## src/rtl/ov7670_config_sequencer.sv

```systemverilog
// OV7670 configuration sequencer.
// Walks the camera config ROM from address 0 upward. Each 16-bit entry
// {reg_addr, value} becomes one SCCB register write through the master's
// start/ready handshake. 16'hFFF0 inserts a DELAY_CYCLES pause and 16'hFFFF
// ends the table. The entry at LAST_ADDR is the last one ever read.
// Optional build macro CFG_HOLE_SKIP_EN: a 16'hFFFF entry below LAST_ADDR is
// treated as an unpopulated slot and skipped, so the table ends only after
// LAST_ADDR has been processed.
module ov7670_config_sequencer #(
  parameter int unsigned DELAY_CYCLES = 250000,
  parameter logic [7:0]  LAST_ADDR    = 8'hFF
) (
  input  logic        clk,
  input  logic        rst_n,
  input  logic        start_i,
  output logic [7:0]  rom_addr_o,
  input  logic [15:0] rom_dout_i,
  output logic        sccb_start_o,
  output logic [7:0]  sccb_addr_o,
  output logic [7:0]  sccb_data_o,
  input  logic        sccb_ready_i,
  output logic        busy_o,
  output logic        done_o
);

  localparam int unsigned CNT_W       = $clog2(DELAY_CYCLES + 1);
  localparam logic [15:0] ENTRY_END   = 16'hFFFF;
  localparam logic [15:0] ENTRY_DELAY = 16'hFFF0;

  typedef enum logic [3:0] {
    S_IDLE,
    S_FETCH,
    S_DECODE,
    S_SEND,
    S_ACK,
    S_WAIT_SCCB,
    S_DELAY,
    S_ADVANCE,
    S_DONE
  } state_e;

  state_e           state_q,      state_d;
  logic [7:0]       rom_addr_q,   rom_addr_d;
  logic [7:0]       sccb_addr_q,  sccb_addr_d;
  logic [7:0]       sccb_data_q,  sccb_data_d;
  logic             sccb_start_q, sccb_start_d;
  logic             busy_q,       busy_d;
  logic             done_q,       done_d;
  logic [CNT_W-1:0] cnt_q,        cnt_d;

  // State and output registers; reset aborts any sequence in flight.
  always_ff @(posedge clk or negedge rst_n) begin
    if (!rst_n) begin
      state_q      <= S_IDLE;
      rom_addr_q   <= '0;
      sccb_addr_q  <= '0;
      sccb_data_q  <= '0;
      sccb_start_q <= 1'b0;
      busy_q       <= 1'b0;
      done_q       <= 1'b0;
      cnt_q        <= '0;
    end else begin
      // NOTE: non-blocking assignments here so every register samples the
      // values computed in the previous cycle, independent of statement order.
      state_q      <= state_d;
      rom_addr_q   <= rom_addr_d;
      sccb_addr_q  <= sccb_addr_d;
      sccb_data_q  <= sccb_data_d;
      sccb_start_q <= sccb_start_d;
      busy_q       <= busy_d;
      done_q       <= done_d;
      cnt_q        <= cnt_d;
    end
  end

  // Next-state logic: ROM walk, entry decode, SCCB handshake and delay timer.
  always_comb begin
    // NOTE: every variable gets a default before the case statement so no
    // path leaves one unassigned, which would otherwise infer a latch.
    state_d      = state_q;
    rom_addr_d   = rom_addr_q;
    sccb_addr_d  = sccb_addr_q;
    sccb_data_d  = sccb_data_q;
    sccb_start_d = 1'b0;
    busy_d       = busy_q;
    done_d       = done_q;
    cnt_d        = cnt_q;

    case (state_q)
      S_IDLE: begin
        if (start_i) begin
          rom_addr_d = '0;
          done_d     = 1'b0;
          busy_d     = 1'b1;
          state_d    = S_FETCH;
        end
      end
      // ROM output is registered: one cycle before the entry is valid.
      S_FETCH: state_d = S_DECODE;
      S_DECODE: begin
        if (rom_dout_i == ENTRY_END) begin
`ifdef CFG_HOLE_SKIP_EN
          state_d = (rom_addr_q == LAST_ADDR) ? S_DONE : S_ADVANCE;
`else
          state_d = S_DONE;
`endif
        end else if (rom_dout_i == ENTRY_DELAY) begin
          cnt_d   = CNT_W'(DELAY_CYCLES - 1);
          state_d = S_DELAY;
        end else begin
          sccb_addr_d = rom_dout_i[15:8];
          sccb_data_d = rom_dout_i[7:0];
          state_d     = S_SEND;
        end
      end
      // Hold addr/data and wait for the master to go idle before requesting.
      S_SEND: begin
        if (sccb_ready_i) begin
          sccb_start_d = 1'b1;
          state_d      = S_ACK;
        end
      end
      // Pulse cycle; ready is still high here from before the request.
      S_ACK: state_d = S_WAIT_SCCB;
      S_WAIT_SCCB: begin
        if (sccb_ready_i) begin
          state_d = S_ADVANCE;
        end
      end
      S_DELAY: begin
        if (cnt_q == '0) begin
          state_d = S_ADVANCE;
        end else begin
          cnt_d = cnt_q - CNT_W'(1);
        end
      end
      S_ADVANCE: begin
        if (rom_addr_q == LAST_ADDR) begin
          state_d = S_DONE;
        end else begin
          rom_addr_d = rom_addr_q + 8'd1;
          state_d    = S_FETCH;
        end
      end
      S_DONE: begin
        busy_d  = 1'b0;
        done_d  = 1'b1;
        state_d = S_IDLE;
      end
      default: state_d = S_IDLE;
    endcase
  end

  assign rom_addr_o   = rom_addr_q;
  assign sccb_start_o = sccb_start_q;
  assign sccb_addr_o  = sccb_addr_q;
  assign sccb_data_o  = sccb_data_q;
  assign busy_o       = busy_q;
  assign done_o       = done_q;

endmodule

```

## config.mk

```make
export PLATFORM = sky130hd
export DESIGN_NAME = ov7670_config_sequencer
export DESIGN_NICKNAME = d
export VERILOG_FILES = /design/src/rtl/ov7670_config_sequencer.sv
export SDC_FILE = /design/constraint.sdc
export NUM_CORES = 1
export LEC_CHECK = 0
export ABC_AREA = 0
export CAP_MARGIN = 20
export CORE_UTILIZATION = 38
export DETAILED_ROUTE_END_ITERATION = 6
export GPL_TIMING_DRIVEN = 0
export PLACE_DENSITY = 0.67
export REMOVE_ABC_BUFFERS = 1
export SLEW_MARGIN = 20
export SYNTH_ARGS = -nofsm -noshare
export SYNTH_HDL_FRONTEND = slang
export SYNTH_SLANG_ARGS = --single-unit
```

## constraint.sdc

```tcl
create_clock -name clk -period 2.1 [get_ports clk]
set_input_delay 0.21 -clock clk [delete_from_list [all_inputs] [get_ports clk]]
set_output_delay 0.21 -clock clk [all_outputs]
set_load 0.02 [all_outputs]
```

==> results of run 1 <==
[cell usage in the layout, fill, tap and decap left out, types with 8 or more instances in the layout]
master	Yosys	layout
sky130_fd_sc_hd__mux2i_1	8	8
sky130_fd_sc_hd__a21oi_1	15	15
sky130_fd_sc_hd__nand2_1	11	11
sky130_fd_sc_hd__nor2_1	15	13
sky130_fd_sc_hd__clkdlybuf4s50_1	0	45
sky130_fd_sc_hd__o31ai_1	9	9
sky130_fd_sc_hd__or4_1	11	10
sky130_fd_sc_hd__mux2_2	16	16
sky130_fd_sc_hd__o21ai_0	9	9
sky130_fd_sc_hd__dfrtp_1	49	49
sky130_fd_sc_hd__nand3_1	14	14
sky130_fd_sc_hd__inv_1	8	8
sky130_fd_sc_hd__buf_4	1	8
[how the worst max path moves through the flow]
stage | slack (ns) | start | cells after the start | end
after floorplan | 0.005 | state_q[3] | 3 | sccb_addr_o[0]
after global placement | -0.70 | rst_n | 1 | sccb_addr_o[1]
after detailed placement | -0.40 | rom_dout_i[9] | 5 | state_q[0]
after CTS | 0.02 | cnt_q[10] | 4 | cnt_q[4]
after global routing | -0.03 | cnt_q[16] | 4 | cnt_q[1]
final | 0.05 | cnt_q[16] | 4 | cnt_q[1]
[report_power, final]
part	switching [mW]	internal (mW)	total, mW
clock	0.319	0.389	0.708
combinational	0.790	0.897	1.69
sequential	0.317	1.25	1.57
total	1.43	2.54	3.96
[area by class of cell]
class,instances,share of cell area (%)
Sequential cell,49,37.1
Tap cell,77,2.92
Clock buffer,7,2.61
Multi-Input combinational cell,173,39.2
Timing Repair Buffer,55,16.4
Clock inverter,1,0.909
Inverter,8,0.909
[metrics by stage]
step	instances	util [%]
3_5_place_dp	353	47.4
2_1_floorplan	230	-
4_1_cts	364	50.1
6_report	370	51.1
3_3_place_gp	353	47.5
5_1_grt	370	51.1
[what timing repair did]
action	4_1_cts	5_1_grt
setup endpoints to repair	26	33
gates resized for setup	4	5
pin swaps	0	6
hold buffers	1	0
setup buffers	2	6
hold endpoints to repair	49	0
[sequential cells by signal (all words and copies together), names as in the netlist]
| signal | count |
|---|---|
| rom_addr_o | 8 |
| done_o | 1 |
| sccb_data_o | 8 |
| sccb_start_o | 1 |
| cnt_q | 18 |
| sccb_addr_o | 8 |
| busy_o | 1 |
| state_q | 4 |
[cells by family (layout without fill, tap and decap cells)]
kind of cell,Yosys count,in the layout,synth area share (%)
buf+inv,15,71,3.69
flops,49,49,47.6
simple gates,90,90,21.8
compound gates,52,52,14.0
xor+xnor,4,4,1.36
mux,24,24,10.1
fa+ha+maj,3,3,1.36
[per-layer routing]
metal / up-vias / global-route usage (%) / wire (um)
li1: 1020 / - / -
met1: 1053 / 21.6 / 2490
met2: 52 / 27.7 / 2660
met3: 7 / 3.64 / 226
met4: 0 / 6.11 / 87
met5: - / 0 / 0
[critical path: cells and delay by family, from the launching register on]
| family | cells | cell delay [ns] |
|---|---|---|
| simple gates | 2 | 1.16 |
| flops | 1 | 0.40 |
| compound gates | 1 | 0.21 |
| mux | 1 | 0.21 |
==> out/results.txt, run 1 <==
The run gives 119 as the number of DRC violations after detailed-routing iteration 0. Setup repair after global routing could not meet its margin everywhere. The logs give 16.7% for the total global routing track utilization and 50 for the count of cell types in the netlist.

The final setup violation count was 0; the DRC violation count after routing was 5. The setup clock skew after layout is 0.00576 ns. The slowest stage of the critical path belongs to the cell sky130_fd_sc_hd__or4_4. The logs give 2.28 ns for the arrival time reported for the critical path endpoint and 0 for the number of hold-slack violations in the final timing report.

The worst-case IR drop observed on VDD is 0.607 mV. The worst register-to-register path has a setup slack of 0.05 ns. The checks that failed: DRC. The worst setup path is captured at a register. Buffers inserted during clock tree synthesis total 5. Summed over all cells, the static leakage comes to 1.24 nW. In the final layout, the multi-input gates occupy 1290 sq um.

The first-pass GRT wire length is 9520 um, and the chip width is 84.3 um. The detail route stage leaves a number of antenna-violating nets equal to 0. Counting flops with an async set or reset pin after synthesis yields a share of 100%. By instance count, the cell type seen most on the critical path is sky130_fd_sc_hd__or4_4.

Max-capacitance violation count: 0. Headroom to the max-slew limit came out at 57.5%. The startpoint identified for the worst register-to-register timing path is cnt_q[16]. Along the worst path, the maximum fanout reaches 6. The H-tree was split into 2 levels. Setup slack on the critical path of the routed design comes to 0.0506 ns. TritonCTS built the clock tree. Worst path required time: 2.33 ns. On the worst path, the slowest cell contributes a delay of 0.59 ns. The tree is rooted in a sky130_fd_sc_hd__clkbuf_8. Across all hold checks on the routed design, the worst slack comes to 0.455 ns. Final critical path time including I/O delays and setup: 2.05 ns. The critical path in this run is classified as reg -> reg.

The total power per unit cell area is 1200 nW/um^2, and the estimated wirelength of the detail-placed design is 3790 um. Clock latency on the worst-skew pair, taken at its later pin, is 0.31 ns. The number of antenna diodes in the final layout is 0.

For this configuration, the core starts out at a cell density of 39.8%. Of the available clock period, the critical path in the final layout requires 97.6%. At the pin with the least slew margin, the transition time is 0.632 ns. The y dimension of the die was 84.3 um.

The count of flip-flops with a built-in enable after synthesis is 0, and the post-layout net count is 314. Among all flip-flop cells after synthesis, the most frequent one is sky130_fd_sc_hd__dfrtp_1. Setup total negative slack on the finished layout was measured at 0 ns. The run gives 6460 sq um as the area of the core. The maximum frequency from static timing analysis was 488 MHz. The run gives 47.6% as the sequential fraction of the synthesis area.

The run finished, with violations left. The run gives 0 as the final number of max-transition violations. For this run the aggregate overflow at the end of global routing stands at 0. After detailed routing, the total wire length is 5470 um.

The finished cells cover 3300 sq um. After floorplanning, the core was divided into 29 placement rows. The synthesis-to-layout area growth came out at 28.3%.

The cell type with the highest aggregate area in the netlist is sky130_fd_sc_hd__dfrtp_1. For this design, the sink count on the clock tree is 49. Synthesis produced a netlist whose cell count is 237. Ranked by total cell area, the synthesized netlist is headed by sky130_fd_sc_hd__dfrtp_1, sky130_fd_sc_hd__mux2_2, sky130_fd_sc_hd__or4_1. The category of the worst setup path launch point is a register. The floorplan step defined a die boundary enclosing 7110 sq um. The top cell type by area accounts for 47.6% of the synthesized area. Clock-pin slew was measured on the worst setup and hold paths at 0.09 ns. The synthesized design contains 49 register bits. Overall power consumption after layout is estimated at 3.96 mW.

The worst register-to-register path ends at cnt_q[1]. The run gives 2 as the number of buffers on the longest clock path. Yosys printed 0 warnings. The logs give 50 for the largest net degree at the start of global routing and 2132 for the count of vias placed by the detailed router. In this run the cell area of the synthesized design comes to 2570 sq um. The number of buffer cells added on primary ports is 46. The share of post-route cells with drive strength above 1 is 17.4%. Summing all flip-flop and latch instances after layout gives 1230 sq um. Prior to clock tree synthesis, the placed netlist has a worst setup slack of -0.404 ns. The number of cells on the worst reg-to-reg path is 4.

The post-synthesis average cell area came out at 10.9 sq um. For the number of antenna violations at the first check in global routing, the log shows 0. The detailed-route wire length per cell works out to 14.8 um. The number of global-route vias before repair is 2004. The path type of the worst min-delay path was in -> async.

Once placement finished, the instance area stood at 3060 sq um. Ranked by instance count, the synthesized netlist is headed by sky130_fd_sc_hd__dfrtp_1, sky130_fd_sc_hd__mux2_2, sky130_fd_sc_hd__a21oi_1, sky130_fd_sc_hd__nor2_1, sky130_fd_sc_hd__nand3_1. Counting the fill cells in the layout gives 590. The critical path goes through or4_4 -> or4_4 -> o21ai_4 -> mux2i_1. Routability-driven placement finished with a final weighted congestion of 0.817.

Using the TritonRoute via totals, the vias-per-cell ratio works out to 5.76. Before antenna repair, the detailed router went through 7 iterations. The most common cell in the synthesized netlist is sky130_fd_sc_hd__dfrtp_1. The number of top-level design ports came out at 47.
(Power assumes the default switching activity.)
==> run 2: changes to the inputs <==
--- a/config.mk
+++ b/config.mk
@@ -7,6 +7,7 @@
 export LEC_CHECK = 0
 export ABC_AREA = 0
 export CAP_MARGIN = 20
+export CORE_ASPECT_RATIO = 1.25
 export CORE_UTILIZATION = 38
 export DETAILED_ROUTE_END_ITERATION = 6
 export GPL_TIMING_DRIVEN = 0
==> run 2 against run 1 <==
Sequential power is essentially flat. Combinational power hardly changed. Critical path type unchanged. Hold slack got worse by 0.0023 ns. The flow now finishes without violations. First-iteration DRC count fell by 29%. Utilization down 1.3 points. Cell area fell by 0.91%. Sequential share of layout area rose by 0.34 points. Largest power group unchanged. Via count shrank 0.56%.
==> out/results.txt, run 2 (same netlist as run 1, synthesis figures left out) <==
Largest net degree at the start of global routing: 50 (unchanged). The tools report the TritonCTS buffer count as 5 (unchanged). The post-route clock period utilization came out at 97.7% (about the same). The worst reg2reg path depth came out at 4 (unchanged).

The post-layout net count was 312 (-0.64%); the starting density of the core was 39.2% (-0.65 points). The headroom to the max-slew limit is 57.7% (+0.18 points), and the number of nets with antenna violations after detailed routing is 0 (unchanged). The antenna diode count came out at 0 (unchanged). For the maximum frequency from static timing analysis, the log shows 488 MHz (about the same). The tools report the worst reg2reg path startpoint as cnt_q[9]. The count of standard-cell rows was 33 (+14%); the non-filler instance count after layout was 378 (+2.2%). The average via count per standard cell works out to 5.61 (-2.7%). The static power due to leakage was 1.22 nW (-1.8%). The critical path in this run is classified as reg -> reg.

The measured slew at the worst slew-check pin works out to 0.635 ns (+0.00262 ns). Worst path required time: 2.34 ns (about the same). The clock sink count is 49 (unchanged), and the placed instance count is 363 (+2.8%). CTS placed an instance of sky130_fd_sc_hd__clkbuf_8 at the clock tree root. In the layout the commonest cells are sky130_fd_sc_hd__dfrtp_1, sky130_fd_sc_hd__clkdlybuf4s50_1, sky130_fd_sc_hd__mux2_2, sky130_fd_sc_hd__a21oi_1, sky130_fd_sc_hd__nand3_1. TritonCTS built the clock tree.

The top register by number of flip-flops was cnt_q. The clock slew seen by the registers of the worst setup and hold paths came out at 0.10 ns (about the same). The detailed-route wire length per cell came out at 14.7 um (-0.68%).

The max-capacitance violation count is 0 (unchanged), and the final number of max-transition violations is 0 (unchanged). The number of DRC violations after detailed-routing iteration 0 came out at 84 (-29%). The run gives -0.371 ns (+0.0325 ns) as the post-placement setup slack. The logs give 3270 sq um (-0.91%) for the post-route cell area and 2120 (-0.56%) for the count of vias placed by the detailed router.

The tools report the number of global-route vias before repair as 2044 (+2.0%). For the core utilization of the finished layout, the log shows 49.9% (-1.3 points). The chip width works out to 75.6 um (-10%). The estimated wirelength of the detail-placed design was 3920 um (+3.4%). The number of flip-flops in the largest register works out to 18 (unchanged).

For the number of antenna violations at the first check in global routing, the log shows 0 (unchanged). The H-tree depth is 2 (unchanged). First-pass GRT wire length: 9360 um (-1.6%).

The total detailed-routing wirelength was 5550 um (+1.5%); the total die area was 7110 sq um (about the same). Setup repair after global routing could not meet its margin everywhere. The proportion of power drawn by the clock network was 15.3% (-2.5 points); the number of hold-slack violations in the final timing report was 0 (unchanged). For the worst voltage drop across the vdd grid, the log shows 0.608 mV (+0.21%). The most critical setup path has its startpoint at cnt_q[9]. The worst setup path is captured at a register. The DRC violation count after routing is 0 (-5).

The synthesis-to-layout area growth is 27.2%, and the worst path setup slack after routing is 0.0488 ns (-0.00182 ns). The number of top-level design ports is 47 (unchanged), and the setup clock skew after layout is 0.0124 ns (+0.00665 ns). The logs give 2.30 ns (+0.02 ns) for the arrival time reported for the critical path endpoint and 0.452 ns (-0.00231 ns) for the post-route worst hold slack. The highest net fanout along the worst path came out at 6 (unchanged). For the clock latency at the later pin of the worst-skew pair, the log shows 0.31 ns (about the same). The share of post-route cells with drive strength above 1 was 17.2% (-0.22 points). For the share of total power in sequential cells, the log shows 40.7% (+1.1 points). For the cell-internal power, the log shows 2.39 mW (-5.8%). The flow ran to the end, and the final reports show no timing, DRC or antenna violations. The total power per unit cell area was 1170 nW/um^2 (-2.1%). The total global routing track utilization was 17.4% (+0.63 points). The number of buffer cells added on primary ports is 46 (unchanged). The tools report the number of buffers on the longest clock path as 2 (unchanged). The remaining global-route overflow is 0 (unchanged). The commonest non-fill, non-tap cell in the layout was sky130_fd_sc_hd__dfrtp_1.

The slack of the worst reg-to-reg path is 0.05 ns (about the same), and the final setup violation count is 0 (unchanged). The placer's final routability congestion estimate is 0.767 (-6.1%). The final critical path time including I/O delays and setup was 2.05 ns (+0.00182 ns).

The tools report the cell area after placement as 3080 sq um (+0.41%). In this run the worst hold path is classified as in -> async. The reg-to-reg critical path endpoint was cnt_q[1]. The first-pass iteration count of the detailed router is 4 (-3), and the area of the core is 6570 sq um (+1.6%). The switching power share of the total works out to 37.8% (+1.8 points).

The switching power of the nets was 1.45 mW (+1.9%). The fraction of power consumed by combinational cells was 44.0% (+1.5 points). The tools report the endpoint of the worst setup timing path as cnt_q[1].

The category of the worst setup path launch point is a register. Y dimension of the die: 94.0 um (+12%).
[run 2: layout make-up]
type | instances | area, sq um
fillers | 617 | 3290
multi-input cells | 173 | 1290
flip-flops and latches | 49 | 1230
repair buffers | 53 | 526
well taps | 87 | 109
clock buffers | 5 | 68.8
inverters | 8 | 30.0
clock inverters | 3 | 25.0
[run 2: what timing repair did]
action,4_1_cts,5_1_grt
pin swaps,0,4
resized for setup,4,5
hold endpoints to repair,49,0
buffers inserted,1,5
setup endpoints to repair,26,31
hold buffers,1,0
[run 2: worst min-delay path by stage]
| stage | to | slack, ns | cells past startpoint |
|---|---|---|---|
| 2_1_floorplan | busy_o | -0.09 | 0 |
| 3_5_place_dp | cnt_q[14] | 0.28 | 1 |
| 3_3_place_gp | sccb_addr_o[7] | 0.49 | 1 |
| 6_report | rom_addr_o[6] | 0.45 | 2 |
| 4_1_cts | cnt_q[4] | 0.47 | 2 |
| 5_1_grt | rom_addr_o[6] | 0.53 | 2 |
[run 2: stage by stage]
step           TNS, ns  total power, mW
2_1_floorplan        0             2.50
3_3_place_gp    -40.39             3.16
3_5_place_dp     -6.00             3.21
4_1_cts              0             3.85
5_1_grt        -0.0688             4.14
6_report             0             3.85
[run 2: critical path, cell delays in order, from the launching register on]
cell                      delay (ns)
sky130_fd_sc_hd__dfrtp_1        0.42
sky130_fd_sc_hd__or4_4          0.60
sky130_fd_sc_hd__or4_4          0.55
sky130_fd_sc_hd__o21ai_4        0.21
sky130_fd_sc_hd__mux2i_1        0.21
[run 2: per-layer routing]
metal | track usage, % | share of wire (%) | vias to the layer above
met1 | 20.9 | 42 | 1046
li1 | - | - | 1020
met5 | 0 | 0 | -
met2 | 28.9 | 53 | 44
met3 | 2.90 | 2.8 | 10
met4 | 9.26 | 2.3 | 0
[run 2: power groups by stage]
stage	Clock, mW	Combinational, mW	Sequential (mW)
after floorplan	0	0.688	1.81
after global placement	0	1.58	1.57
after detailed placement	0	1.62	1.58
after CTS	0.618	1.67	1.57
after global routing	0.660	1.85	1.63
final	0.588	1.69	1.57
==> run 3: changes to the inputs <==
--- a/config.mk
+++ b/config.mk
@@ -7,7 +7,6 @@
 export LEC_CHECK = 0
 export ABC_AREA = 0
 export CAP_MARGIN = 20
-export CORE_ASPECT_RATIO = 1.25
 export CORE_UTILIZATION = 38
 export DETAILED_ROUTE_END_ITERATION = 6
 export GPL_TIMING_DRIVEN = 0
==> results of run 3 <==
Final layout, timing and power as in run 1 (identical DEF).
